[config.mk]
export PLATFORM = sky130hd
export DESIGN_NAME = ram_arb2_flat
export DESIGN_NICKNAME = d
export VERILOG_FILES = /design/src/rtl/ram_arb_pkg.sv /design/src/rtl/ram_arb2_if.sv /design/src/rtl/rr_arb2.sv /design/src/rtl/ram_arb2.sv /design/src/flat_wrapper.sv
export SDC_FILE = /design/constraint.sdc
export NUM_CORES = 1
export LEC_CHECK = 0
export ABC_AREA = 1
export CORE_AREA = 5 5 122 124
export DETAILED_ROUTE_END_ITERATION = 6
export DIE_AREA = 0 0 127 129
export MAX_ROUTING_LAYER = met4
export RECOVER_POWER = 100
export SYNTH_ARGS = -nofsm -noshare
export SYNTH_HDL_FRONTEND = slang
export SYNTH_SLANG_ARGS = --single-unit
[constraint.sdc]
create_clock -name clk -period 1.86 [get_ports clk]
set_input_delay 0.372 -clock clk [delete_from_list [all_inputs] [get_ports clk]]
set_output_delay 0.372 -clock clk [all_outputs]
set_load 0.05 [all_outputs]
[src/rtl/ram_arb_pkg.sv]
// Shared types for the two-master RAM arbiter: FSM state, master index,
// master count and a small index-to-grant helper.
package ram_arb_pkg;

   localparam int NUM_MASTERS = 2;

   typedef enum logic {
      IDLE = 1'b0,
      BUSY = 1'b1
   } state_t;

   typedef logic midx_t;

   function automatic logic [NUM_MASTERS-1:0] idx_to_onehot(midx_t idx);
      return idx ? 2'b10 : 2'b01;
   endfunction

endpackage

[src/rtl/ram_arb2_if.sv]
// Valid/ready request + response bundle between a requester and a RAM-like
// responder. 'master' is the requesting side, 'slave' the responding side.
interface ram_arb2_if #(
   parameter int AW = 32,
   parameter int DW = 32
);
   logic [AW-1:0]   addr;
   logic [DW-1:0]   wdata;
   logic [DW/8-1:0] sel;
   logic            we;
   logic            req_valid;
   logic            req_ready;
   logic            rsp_valid;
   logic            rsp_ready;
   logic [DW-1:0]   rdata;

   modport master (
      output addr, wdata, sel, we, req_valid, rsp_ready,
      input  req_ready, rsp_valid, rdata
   );

   modport slave (
      input  addr, wdata, sel, we, req_valid, rsp_ready,
      output req_ready, rsp_valid, rdata
   );

endinterface

[src/rtl/rr_arb2.sv]
// Pure two-way grant logic. A held grant always wins; otherwise a lone
// request is granted, and a tie goes to the master that was not served last.
// With RAM_ARB_FIXED_PRIO_EN defined a tie always goes to master 0 and the
// 'last' input is ignored.
module rr_arb2
   import ram_arb_pkg::*;
(
   input  logic [NUM_MASTERS-1:0] req,
   input  midx_t                  last,
   input  logic                   hold,
   input  midx_t                  held,
   output logic [NUM_MASTERS-1:0] gnt
);

   // Grant selection: hold, then tie-break, then single requester.
   always_comb begin
      gnt = '0;
      if (hold) begin
         gnt = idx_to_onehot(held) & req;
      end else if (req == 2'b11) begin
`ifdef RAM_ARB_FIXED_PRIO_EN
         gnt = 2'b01;
`else
         gnt = idx_to_onehot(~last);
`endif
      end else begin
         gnt = req;
      end
   end

`ifdef RAM_ARB_FIXED_PRIO_EN
   logic unused_last;
   assign unused_last = last;
`endif

endmodule

[src/rtl/ram_arb2.sv]
// Two-master arbiter in front of the data RAM (m0 = core LSU, m1 = debug/DMA).
// Forwards one request at a time with zero added latency, tracks the single
// outstanding transaction and steers the RAM response back to its owner.
// Round-robin by default; RAM_ARB_FIXED_PRIO_EN selects fixed priority (m0).
module ram_arb2
   import ram_arb_pkg::*;
#(
   parameter int AW = 32,
   parameter int DW = 32
) (
   input logic         clk,
   input logic         rst,
   ram_arb2_if.slave   m0,
   ram_arb2_if.slave   m1,
   ram_arb2_if.master  s
);

   state_t                 state_q;
   midx_t                  owner_q;
   logic                   hold_q;
   midx_t                  hold_idx_q;
   midx_t                  last_sig;
`ifndef RAM_ARB_FIXED_PRIO_EN
   midx_t                  rr_last_q;
`endif

   logic [NUM_MASTERS-1:0] req;
   logic [NUM_MASTERS-1:0] gnt;
   midx_t                  gnt_idx;
   logic                   own_rsp_ready;
   logic                   rsp_hs;
   logic                   can_issue;
   logic                   s_req_vld;
   logic                   s_acc;

   logic [AW-1:0]          mux_addr;
   logic [DW-1:0]          mux_wdata;
   logic [DW/8-1:0]        mux_sel;
   logic                   mux_we;

`ifdef RAM_ARB_FIXED_PRIO_EN
   assign last_sig = 1'b1;
`else
   assign last_sig = rr_last_q;
`endif

   // Response ready of whichever master owns the outstanding transaction.
   always_comb begin
      own_rsp_ready = m0.rsp_ready;
      if (owner_q == 1'b1) own_rsp_ready = m1.rsp_ready;
   end

   // A new request may only be presented when nothing is outstanding or the
   // outstanding response completes this very cycle (back-to-back issue).
   assign rsp_hs    = !rst && (state_q == BUSY) && s.rsp_valid && own_rsp_ready;
   assign can_issue = !rst && ((state_q == IDLE) || rsp_hs);
   assign req       = {m1.req_valid, m0.req_valid} & {NUM_MASTERS{can_issue}};

   rr_arb2 u_arb (
      .req  (req),
      .last (last_sig),
      .hold (hold_q),
      .held (hold_idx_q),
      .gnt  (gnt)
   );

   assign gnt_idx   = gnt[1];
   assign s_req_vld = |gnt;
   assign s_acc     = s_req_vld && s.req_ready;

   // Request field mux: granted master's fields go straight to the RAM.
   always_comb begin
      mux_addr  = m0.addr;
      mux_wdata = m0.wdata;
      mux_sel   = m0.sel;
      mux_we    = m0.we;
      if (gnt_idx == 1'b1) begin
         mux_addr  = m1.addr;
         mux_wdata = m1.wdata;
         mux_sel   = m1.sel;
         mux_we    = m1.we;
      end
   end

   assign s.addr      = mux_addr;
   assign s.wdata     = mux_wdata;
   assign s.sel       = mux_sel;
   assign s.we        = mux_we;
   assign s.req_valid = s_req_vld;

   // Accept is a combinational pass-through of the RAM ready to the granted master.
   assign m0.req_ready = gnt[0] && s.req_ready;
   assign m1.req_ready = gnt[1] && s.req_ready;

   // Response steering: only the owner ever sees rsp_valid; RAM responses
   // arriving while idle are refused.
   assign s.rsp_ready  = !rst && (state_q == BUSY) && own_rsp_ready;
   assign m0.rsp_valid = !rst && (state_q == BUSY) && s.rsp_valid && (owner_q == 1'b0);
   assign m1.rsp_valid = !rst && (state_q == BUSY) && s.rsp_valid && (owner_q == 1'b1);
   assign m0.rdata     = s.rdata;
   assign m1.rdata     = s.rdata;

   // Transaction tracking: state, owner, grant lock and round-robin history.
   always_ff @(posedge clk or posedge rst) begin
      if (rst) begin
         state_q    <= IDLE;
         owner_q    <= 1'b0;
         hold_q     <= 1'b0;
         hold_idx_q <= 1'b0;
`ifndef RAM_ARB_FIXED_PRIO_EN
         rr_last_q  <= 1'b1;
`endif
      end else begin
         hold_q     <= s_req_vld && !s.req_ready;
         hold_idx_q <= gnt_idx;
         if (s_acc) begin
            state_q <= BUSY;
            owner_q <= gnt_idx;
`ifndef RAM_ARB_FIXED_PRIO_EN
            rr_last_q <= gnt_idx;
`endif
         end else if (rsp_hs) begin
            state_q <= IDLE;
         end
      end
   end

   // A RAM response with nothing outstanding indicates a broken slave.
   a_no_rsp_idle: assert property (@(posedge clk) disable iff (rst)
      !((state_q == IDLE) && s.rsp_valid));

   // At most one master granted at a time.
   a_gnt_onehot: assert property (@(posedge clk) disable iff (rst) $onehot0(gnt));

   // A master whose request is stalled must keep it valid until accepted.
   a_hold_valid: assert property (@(posedge clk) disable iff (rst)
      hold_q |-> (hold_idx_q ? m1.req_valid : m0.req_valid));

endmodule

[src/flat_wrapper.sv]
// flat-port wrapper written by rule: the top's interface ports become plain ports
module ram_arb2_flat import ram_arb_pkg::*;
#(
   parameter int AW = 32,
   parameter int DW = 32
)
  (clk, rst, m0_addr, m0_wdata, m0_sel, m0_we, m0_req_valid, m0_rsp_ready, m0_req_ready, m0_rsp_valid, m0_rdata, m1_addr, m1_wdata, m1_sel, m1_we, m1_req_valid, m1_rsp_ready, m1_req_ready, m1_rsp_valid, m1_rdata, s_addr, s_wdata, s_sel, s_we, s_req_valid, s_rsp_ready, s_req_ready, s_rsp_valid, s_rdata);
  ram_arb2_if #(.AW(AW), .DW(DW)) m0_i ();
  ram_arb2_if #(.AW(AW), .DW(DW)) m1_i ();
  ram_arb2_if #(.AW(AW), .DW(DW)) s_i ();
  input logic clk;
  input logic rst;
  input wire logic [$bits(m0_i.addr)-1:0] m0_addr;
  input wire logic [$bits(m0_i.wdata)-1:0] m0_wdata;
  input wire logic [$bits(m0_i.sel)-1:0] m0_sel;
  input wire logic [$bits(m0_i.we)-1:0] m0_we;
  input wire logic [$bits(m0_i.req_valid)-1:0] m0_req_valid;
  input wire logic [$bits(m0_i.rsp_ready)-1:0] m0_rsp_ready;
  output wire logic [$bits(m0_i.req_ready)-1:0] m0_req_ready;
  output wire logic [$bits(m0_i.rsp_valid)-1:0] m0_rsp_valid;
  output wire logic [$bits(m0_i.rdata)-1:0] m0_rdata;
  input wire logic [$bits(m1_i.addr)-1:0] m1_addr;
  input wire logic [$bits(m1_i.wdata)-1:0] m1_wdata;
  input wire logic [$bits(m1_i.sel)-1:0] m1_sel;
  input wire logic [$bits(m1_i.we)-1:0] m1_we;
  input wire logic [$bits(m1_i.req_valid)-1:0] m1_req_valid;
  input wire logic [$bits(m1_i.rsp_ready)-1:0] m1_rsp_ready;
  output wire logic [$bits(m1_i.req_ready)-1:0] m1_req_ready;
  output wire logic [$bits(m1_i.rsp_valid)-1:0] m1_rsp_valid;
  output wire logic [$bits(m1_i.rdata)-1:0] m1_rdata;
  output wire logic [$bits(s_i.addr)-1:0] s_addr;
  output wire logic [$bits(s_i.wdata)-1:0] s_wdata;
  output wire logic [$bits(s_i.sel)-1:0] s_sel;
  output wire logic [$bits(s_i.we)-1:0] s_we;
  output wire logic [$bits(s_i.req_valid)-1:0] s_req_valid;
  output wire logic [$bits(s_i.rsp_ready)-1:0] s_rsp_ready;
  input wire logic [$bits(s_i.req_ready)-1:0] s_req_ready;
  input wire logic [$bits(s_i.rsp_valid)-1:0] s_rsp_valid;
  input wire logic [$bits(s_i.rdata)-1:0] s_rdata;
  assign m0_i.addr = m0_addr;
  assign m0_i.wdata = m0_wdata;
  assign m0_i.sel = m0_sel;
  assign m0_i.we = m0_we;
  assign m0_i.req_valid = m0_req_valid;
  assign m0_i.rsp_ready = m0_rsp_ready;
  assign m0_req_ready = m0_i.req_ready;
  assign m0_rsp_valid = m0_i.rsp_valid;
  assign m0_rdata = m0_i.rdata;
  assign m1_i.addr = m1_addr;
  assign m1_i.wdata = m1_wdata;
  assign m1_i.sel = m1_sel;
  assign m1_i.we = m1_we;
  assign m1_i.req_valid = m1_req_valid;
  assign m1_i.rsp_ready = m1_rsp_ready;
  assign m1_req_ready = m1_i.req_ready;
  assign m1_rsp_valid = m1_i.rsp_valid;
  assign m1_rdata = m1_i.rdata;
  assign s_addr = s_i.addr;
  assign s_wdata = s_i.wdata;
  assign s_sel = s_i.sel;
  assign s_we = s_i.we;
  assign s_req_valid = s_i.req_valid;
  assign s_rsp_ready = s_i.rsp_ready;
  assign s_i.req_ready = s_req_ready;
  assign s_i.rsp_valid = s_rsp_valid;
  assign s_i.rdata = s_rdata;
  ram_arb2 #(.AW(AW), .DW(DW)) u_core (.clk(clk), .rst(rst), .m0(m0_i), .m1(m1_i), .s(s_i));
endmodule
==> impl_metrics.csv, run 1 <==
group,metric,value,unit
final_layout,final_cell_mix,"clkdlybuf4s50_1, nand2_4, buf_12",
global_route,antenna_found_initial,0,
synthesis,yosysWarnings,0,
placed_design,pre_cts_slack,-0.500,ns
placed_design,io_buffers,220,
synthesis,ys_seq_elements,5,
floorplanning,io_pins,317,
route,drtIter0Drc,49,
floorplanning,die-area,16400,um^2
floorplanning,die_y,129,um
sta,max_freq,461,MHz
synthesis,syn_nets,509,
floorplanning,rows,43,
power,vdd_ir_drop_max,0.382,mV
synthesis,syn_avg_cell_area,4.99,um^2
synthesis,synthDistinctLibCells,15,
power,p_per_area,811,nW/um^2
sta,max_slew_margin,81.7,%
cts,htree_num_levels,1,
global_route,gr-usage-all-layers,12.3,%
route,wl_per_cell,16.2,um
final_layout,fill_cells,1251,
cts,root_buffer,"clkbuf_16",
sta,setup_ws,-0.307,ns
final_layout,drive_gt1_share,61.3,%
worst_setup_path,rr_worst_depth,11,
worst_setup_path,endpoint_kind,"primary output",
final_layout,syn_to_final_growth,268,%
job,max_cap_violations,0,
worst_setup_path,crit_type,"register to primary output",
cts,clkTransAtPathRegs,0.03,ns
final_layout,regArea,126,um^2
route,first_pass_iters,4,
sta,setup_violations,72,
route,drt_wl_total,11200,um
global_route,grt_pass1_wl,15400,um
cts,cts_tree,"done",
cts,numCtsBuffers,3,
final_layout,multi_input_area,2110,um^2
route,vias,2731,
sta,maxSlewViolCount,0,
cts,clockBufferDepth,2,
final_layout,diodes,0,
route,vias_per_cell,3.94,
sta,fin_crit,2.17,ns
floorplanning,initial_utilization,12.1,%
sta,post-route-period-util,117,%
cts,clock_latency,0.23,ns
final_layout,layout_commonest_cell,"clkdlybuf4s50_1",
worst_setup_path,worstPathMaxFanout,4,
power,total_leakage_power,2.68,nW
floorplanning,core,13700,um^2
synthesis,netlist_area,1650,um^2
placed_design,hpwl,7840,um
route,drc,0,
sta,skew,0.00223,ns
final_layout,nets,693,
floorplanning,die_x,127,um
global_route,grt-ovfl-total,0,
status,outcome,"finished with violations",
cts,hold_buffers,0,
global_route,grt_pass1_vias,3041,
hold_path,hold_path.class,"input pin to async pin",
placed_design,place.gp.congestion,0.860,
sta,fin_tns_setup,-17.00,ns
sta,rsz0062_at_grt,"true",
power,p_total,4.93,mW
sta,hold_viol,0,
route,final_antenna_net_count,0,
worst_setup_path,arrival,1.80,ns
sta,worstMarginPinSlew,0.275,ns
status,failed_checks,"negative setup slack",
cts,clock-sinks,5,
synthesis,seq_area_frac_synth,7.65,%
worst_setup_path,worstPathRequired,1.49,ns
worst_setup_path,cp-start-kind,"register",
global_route,grt_max_degree,32,
synthesis,netlist_instances,331,
==> final cells by class <==
cell class	instances	area share, %
multi-input combinational	238	34.7
sequential	5	2.08
timing repair buffer	257	57.4
clock buffer	4	1.30
tap	180	3.71
inverter	10	0.824
==> critical path, cell delays in order (launching register included) <==
cell	delay (ns)
dfrtp_1	0.41
inv_2	0.08
nand2_2	0.05
buf_4	0.12
buf_4	0.12
buf_4	0.12
buf_4	0.12
buf_4	0.12
a21oi_1	0.24
buf_12	0.18
==> flip-flops by register name, indices dropped and copies added, names as in the netlist <==
name	flops
u_core.hold_idx_q	1
u_core.hold_q	1
u_core.last_sig	1
u_core.owner_q	1
u_core.state_q	1
==> synthesized netlist by cell type, drive strengths merged <==
master	n	area [um^2]
dfstp	1	26.3
buf	77	563
a21oi	2	10.0
nor2	7	26.3
nand2	223	840
clkbuf	1	3.75
inv	10	37.5
dfrtp	4	100
nand4	2	12.5
nand3	3	27.5
o21ai	1	5.00
==> power by group <==
| group | total, mW | internal [mW] | switching [mW] |
|---|---|---|---|
| Clock | 0.355 | 0.284 | 0.0707 |
| Sequential | 0.196 | 0.158 | 0.0377 |
| Combinational | 4.38 | 2.10 | 2.28 |
| Total | 4.93 | 2.54 | 2.39 |
==> through the flow <==
| stage | hold WS, ns | instances | cell area, um^2 | util, % |
|---|---|---|---|---|
| finish | 0.373 | 694 | 6080 | 44.5 |
| global route | 0.395 | 694 | 6080 | 44.5 |
| CTS | 0.353 | 687 | 5550 | 40.6 |
| detailed placement | 0.459 | 661 | 4890 | 35.8 |
| global placement | 0.454 | 661 | 4890 | 35.8 |
| floorplan | 0.158 | 331 | 2170 | - |
==> worst paths after layout <==
path | slack, ns | end | start
hold / removal | 0.37 | u_core.hold_idx_q | rst
setup / recovery | -0.31 | s_rsp_ready | u_core.owner_q
setup reg to reg | 0.37 | u_core.owner_q | u_core.owner_q
hold reg to reg | 0.47 | u_core.last_sig | u_core.last_sig
max in group asynchronous | 1.27 | u_core.last_sig | rst
min in group clk | 0.47 | u_core.last_sig | u_core.last_sig
==> cells by family (layout without fill, tap and decap cells) <==
kind of cell    Yosys count  count (layout)  synth area share (%)
buf+inv                  88             271                  36.6
compound gates            3               3                 0.909
simple gates            235             235                  54.8
flops                     5               5                  7.65
==> routing by layer <==
metal / track usage (%) / wire, um / vias to the layer above
met1: 12.1 / 3860 / 1238
li1: - / - / 1285
met3: 3.61 / 933 / 34
met2: 22.8 / 6110 / 174
met4: 4.98 / 331 / 0
met5: - / 0 / -
==> what timing repair did <==
action | 4_1_cts | 5_1_grt
gates cloned | 7 | 6
buffers inserted | 16 | 7
gates resized for setup | 102 | 126
endpoints found under the setup margin | 72 | 73
pin swaps | 16 | 21
No activity file was read; power rests on OpenSTA's default activity.
==> run 2: changes to the inputs <==
Settings changed: CORE_AREA 5 5 122 124 to 5 5 119 121, DIE_AREA 0 0 127 129 to 0 0 124 126, REMOVE_ABC_BUFFERS set to 1, SETUP_SLACK_MARGIN set to 0.5, SYNTH_HIERARCHICAL set to 1.
==> run 2 against run 1 <==
  * The run still ends with negative setup slack left
  * Final area fell by 3.6%
  * Worst hold slack got worse by 0.084 ns
  * Count of clock-buffer cells in the layout did not move
  * Core utilization rose by 0.64 points
  * Global-route usage rose by 3.7 points
  * Largest power group unchanged
  * Highest routed layer unchanged
==> impl_metrics.csv, run 2 <==
group,metric,value,unit
global_route,grt_max_degree,31,
sta,setup_violations,77,
final_layout,diodes,0,
sta,setup_ws,-0.642,ns
synthesis,yosysWarnings,6,
power,p_sw,2.35,mW
sta,post-route-period-util,135,%
power,p_per_area,855,nW/um^2
cts,root_buffer,"clkbuf_16",
route,drtIter0Drc,71,
route,vias_per_cell,4.09,
sta,fin_crit,2.50,ns
synthesis,syn_avg_cell_area,5.03,um^2
hold_path,hold_path.class,"input pin to async pin",
synthesis,seq_area_frac_synth,7.52,%
sta,hold_viol,0,
route,drt_wl_total,13600,um
sta,fin_tns_setup,-44.30,ns
sta,maxSlewViolCount,0,
worst_setup_path,cp-start-kind,"register",
global_route,grt_pass1_vias,3237,
floorplanning,initial_utilization,12.9,%
placed_design,io_buffers,220,
route,first_pass_iters,4,
global_route,gr-usage-all-layers,16.0,%
floorplanning,die_y,126,um
power,switching_share,46.9,%
floorplanning,die_x,124,um
worst_setup_path,worstPathMaxFanout,3,
final_layout,final_cells,711,
cts,numCtsBuffers,3,
synthesis,synthFlopType,"dfrtp_1",
placed_design,place_area,4360,um^2
cts,clock-sinks,5,
cts,cts_tree,"done",
synthesis,yosys.area.top_type_share,50.0,%
cts,hold_buffers,0,
worst_setup_path,arrival,2.13,ns
synthesis,yosysTopAreaCell,"nand2_1",
synthesis,netlist_area,1680,um^2
synthesis,synth_edf_count,0,
final_layout,final_cell_mix,"clkdlybuf4s50_1, nand2_2, buf_12",
power,total_leakage_power,2.66,nW
power,p_comb_share,88.7,%
sta,skew,0.00271,ns
floorplanning,core,13000,um^2
floorplanning,io_pins,317,
synthesis,synthDistinctLibCells,14,
global_route,grt-ovfl-total,0,
route,vias,2911,
placed_design,place.gp.congestion,0.769,
floorplanning,die-area,15600,um^2
worst_setup_path,worstPathRequired,1.49,ns
sta,rsz0062_at_grt,"true",
sta,worstMarginPinSlew,0.222,ns
placed_design,pre_cts_slack,-0.839,ns
synthesis,netlist_instances,334,
final_layout,nets,714,
synthesis,yosysMostFrequentCell,"nand2_1",
final_layout,drive_gt1_share,58.3,%
final_layout,final_core_util,45.1,%
final_layout,layout_commonest_cell,"clkdlybuf4s50_1",
global_route,grt_pass1_wl,18300,um
cts,htree_num_levels,1,
worst_setup_path,crit_type,"register to primary output",
placed_design,place_inst,662,
route,wl_per_cell,19.1,um
final_layout,fill_cells,1202,
cts,clkTransAtPathRegs,0.04,ns
sta,max_freq,400,MHz
power,p_int,2.66,mW
synthesis,synthTopCellsByArea,"nand2_1, buf_4, dfrtp_1",
power,clockPowerShare,7.3,%
synthesis,synth-async-reset-ratio,100,%
sta,max_slew_margin,85.2,%
placed_design,hpwl,9470,um
route,final_antenna_net_count,0,
status,outcome,"finished with violations",
job,max_cap_violations,0,
final_layout,design_area,5850,um^2
power,vdd_ir_drop_max,0.409,mV
cts,clock_latency,0.23,ns
synthesis,netlist_top_cells_count,"nand2_1, buf_4, inv_1",
global_route,antenna_found_initial,0,
power,p_seq_share,4.0,%
worst_setup_path,endpoint_kind,"primary output",
status,failed_checks,"negative setup slack",
floorplanning,rows,42,
synthesis,ys_seq_elements,5,
cts,clockBufferDepth,2,
worst_setup_path,rr_worst_depth,18,
final_layout,syn_to_final_growth,248,%
route,drc,0,
[run 2: cell count changes after synthesis, moves of 2 or more]
cell     previous run  this run
nand4_1             2         0
nand2_1           222       224
buf_4              71        66
buf_6               0         7
inv_1               8        10
[run 2: critical path, cell delays in order, from the launching register on]
cell and delay [ns]:
dfrtp_1 0.41, inv_2 0.08, nand2_2 0.05, buf_4 0.12
buf_4 0.12, buf_4 0.12, buf_4 0.12, buf_4 0.12
buf_4 0.12, buf_4 0.12, buf_6 0.10, buf_6 0.10
a21oi_4 0.15, buf_12 0.15
[run 2: final cells by class]
cell class,count,area (um^2),share of cell area (%)
well taps,176,220,3.76
clock buffers,4,78.8,1.35
inverters,12,52.6,0.898
multi-input cells,238,1630,27.8
flip-flops and latches,5,126,2.16
repair buffers,276,3750,64.0
[run 2: path summary, 6_finish.rpt]
| kind | slack, ns | end | start |
|---|---|---|---|
| max | -0.64 | s_rsp_ready | u_core/owner_q |
| min | 0.29 | u_core/owner_q | rst |
| max reg2reg | -0.20 | u_core/last_sig | u_core/owner_q |
| min reg2reg | 0.48 | u_core/last_sig | u_core/last_sig |
| max in group asynchronous | 1.36 | u_core/last_sig | rst |
| min in group clk | 0.48 | u_core/last_sig | u_core/last_sig |
[run 2: repair_timing]
action / 4_1_cts / 5_1_grt
gates resized for setup: 177 / 91
setup buffers: 25 / 6
pin swaps: 28 / 53
cloned: 8 / 6
setup endpoints to repair: 80 / 80
[run 2: logic make-up (layout without fill, tap and decap cells)]
family                 Yosys count  in the layout  share of synthesized area (%)
AO/OA/AOI/OAI                    3              3                          0.893
buffers and inverters           91            292                           38.8
flip-flops                       5              5                           7.52
AND/OR/NAND/NOR                235            235                           52.8
[run 2: through the flow]
stage | power, mW | hold slack, ns
final | 5.01 | 0.288
after floorplan | 1.65 | 0.132
after detailed placement | 3.49 | 0.463
after global routing | 5.21 | 0.312
after global placement | 3.46 | 0.462
after CTS | 4.59 | 0.274
[run 2: power by group through the flow]
| stage | logic [mW] | registers [mW] | clock network, mW |
|---|---|---|---|
| floorplan | 1.47 | 0.179 | 0 |
| global placement | 3.28 | 0.185 | 0 |
| detailed placement | 3.30 | 0.188 | 0 |
| CTS | 4.04 | 0.192 | 0.362 |
| global route | 4.62 | 0.206 | 0.376 |
| finish | 4.44 | 0.201 | 0.365 |
[run 2: per-layer routing]
layer,vias to the layer above,wire (um),part of all wire [%],global-route usage [%]
met5,-,0,0,-
met4,0,176,1.3,2.19
met3,16,2250,17,12.0
met2,232,6530,48,25.5
met1,1337,4630,34,16.1
li1,1326,-,-,-
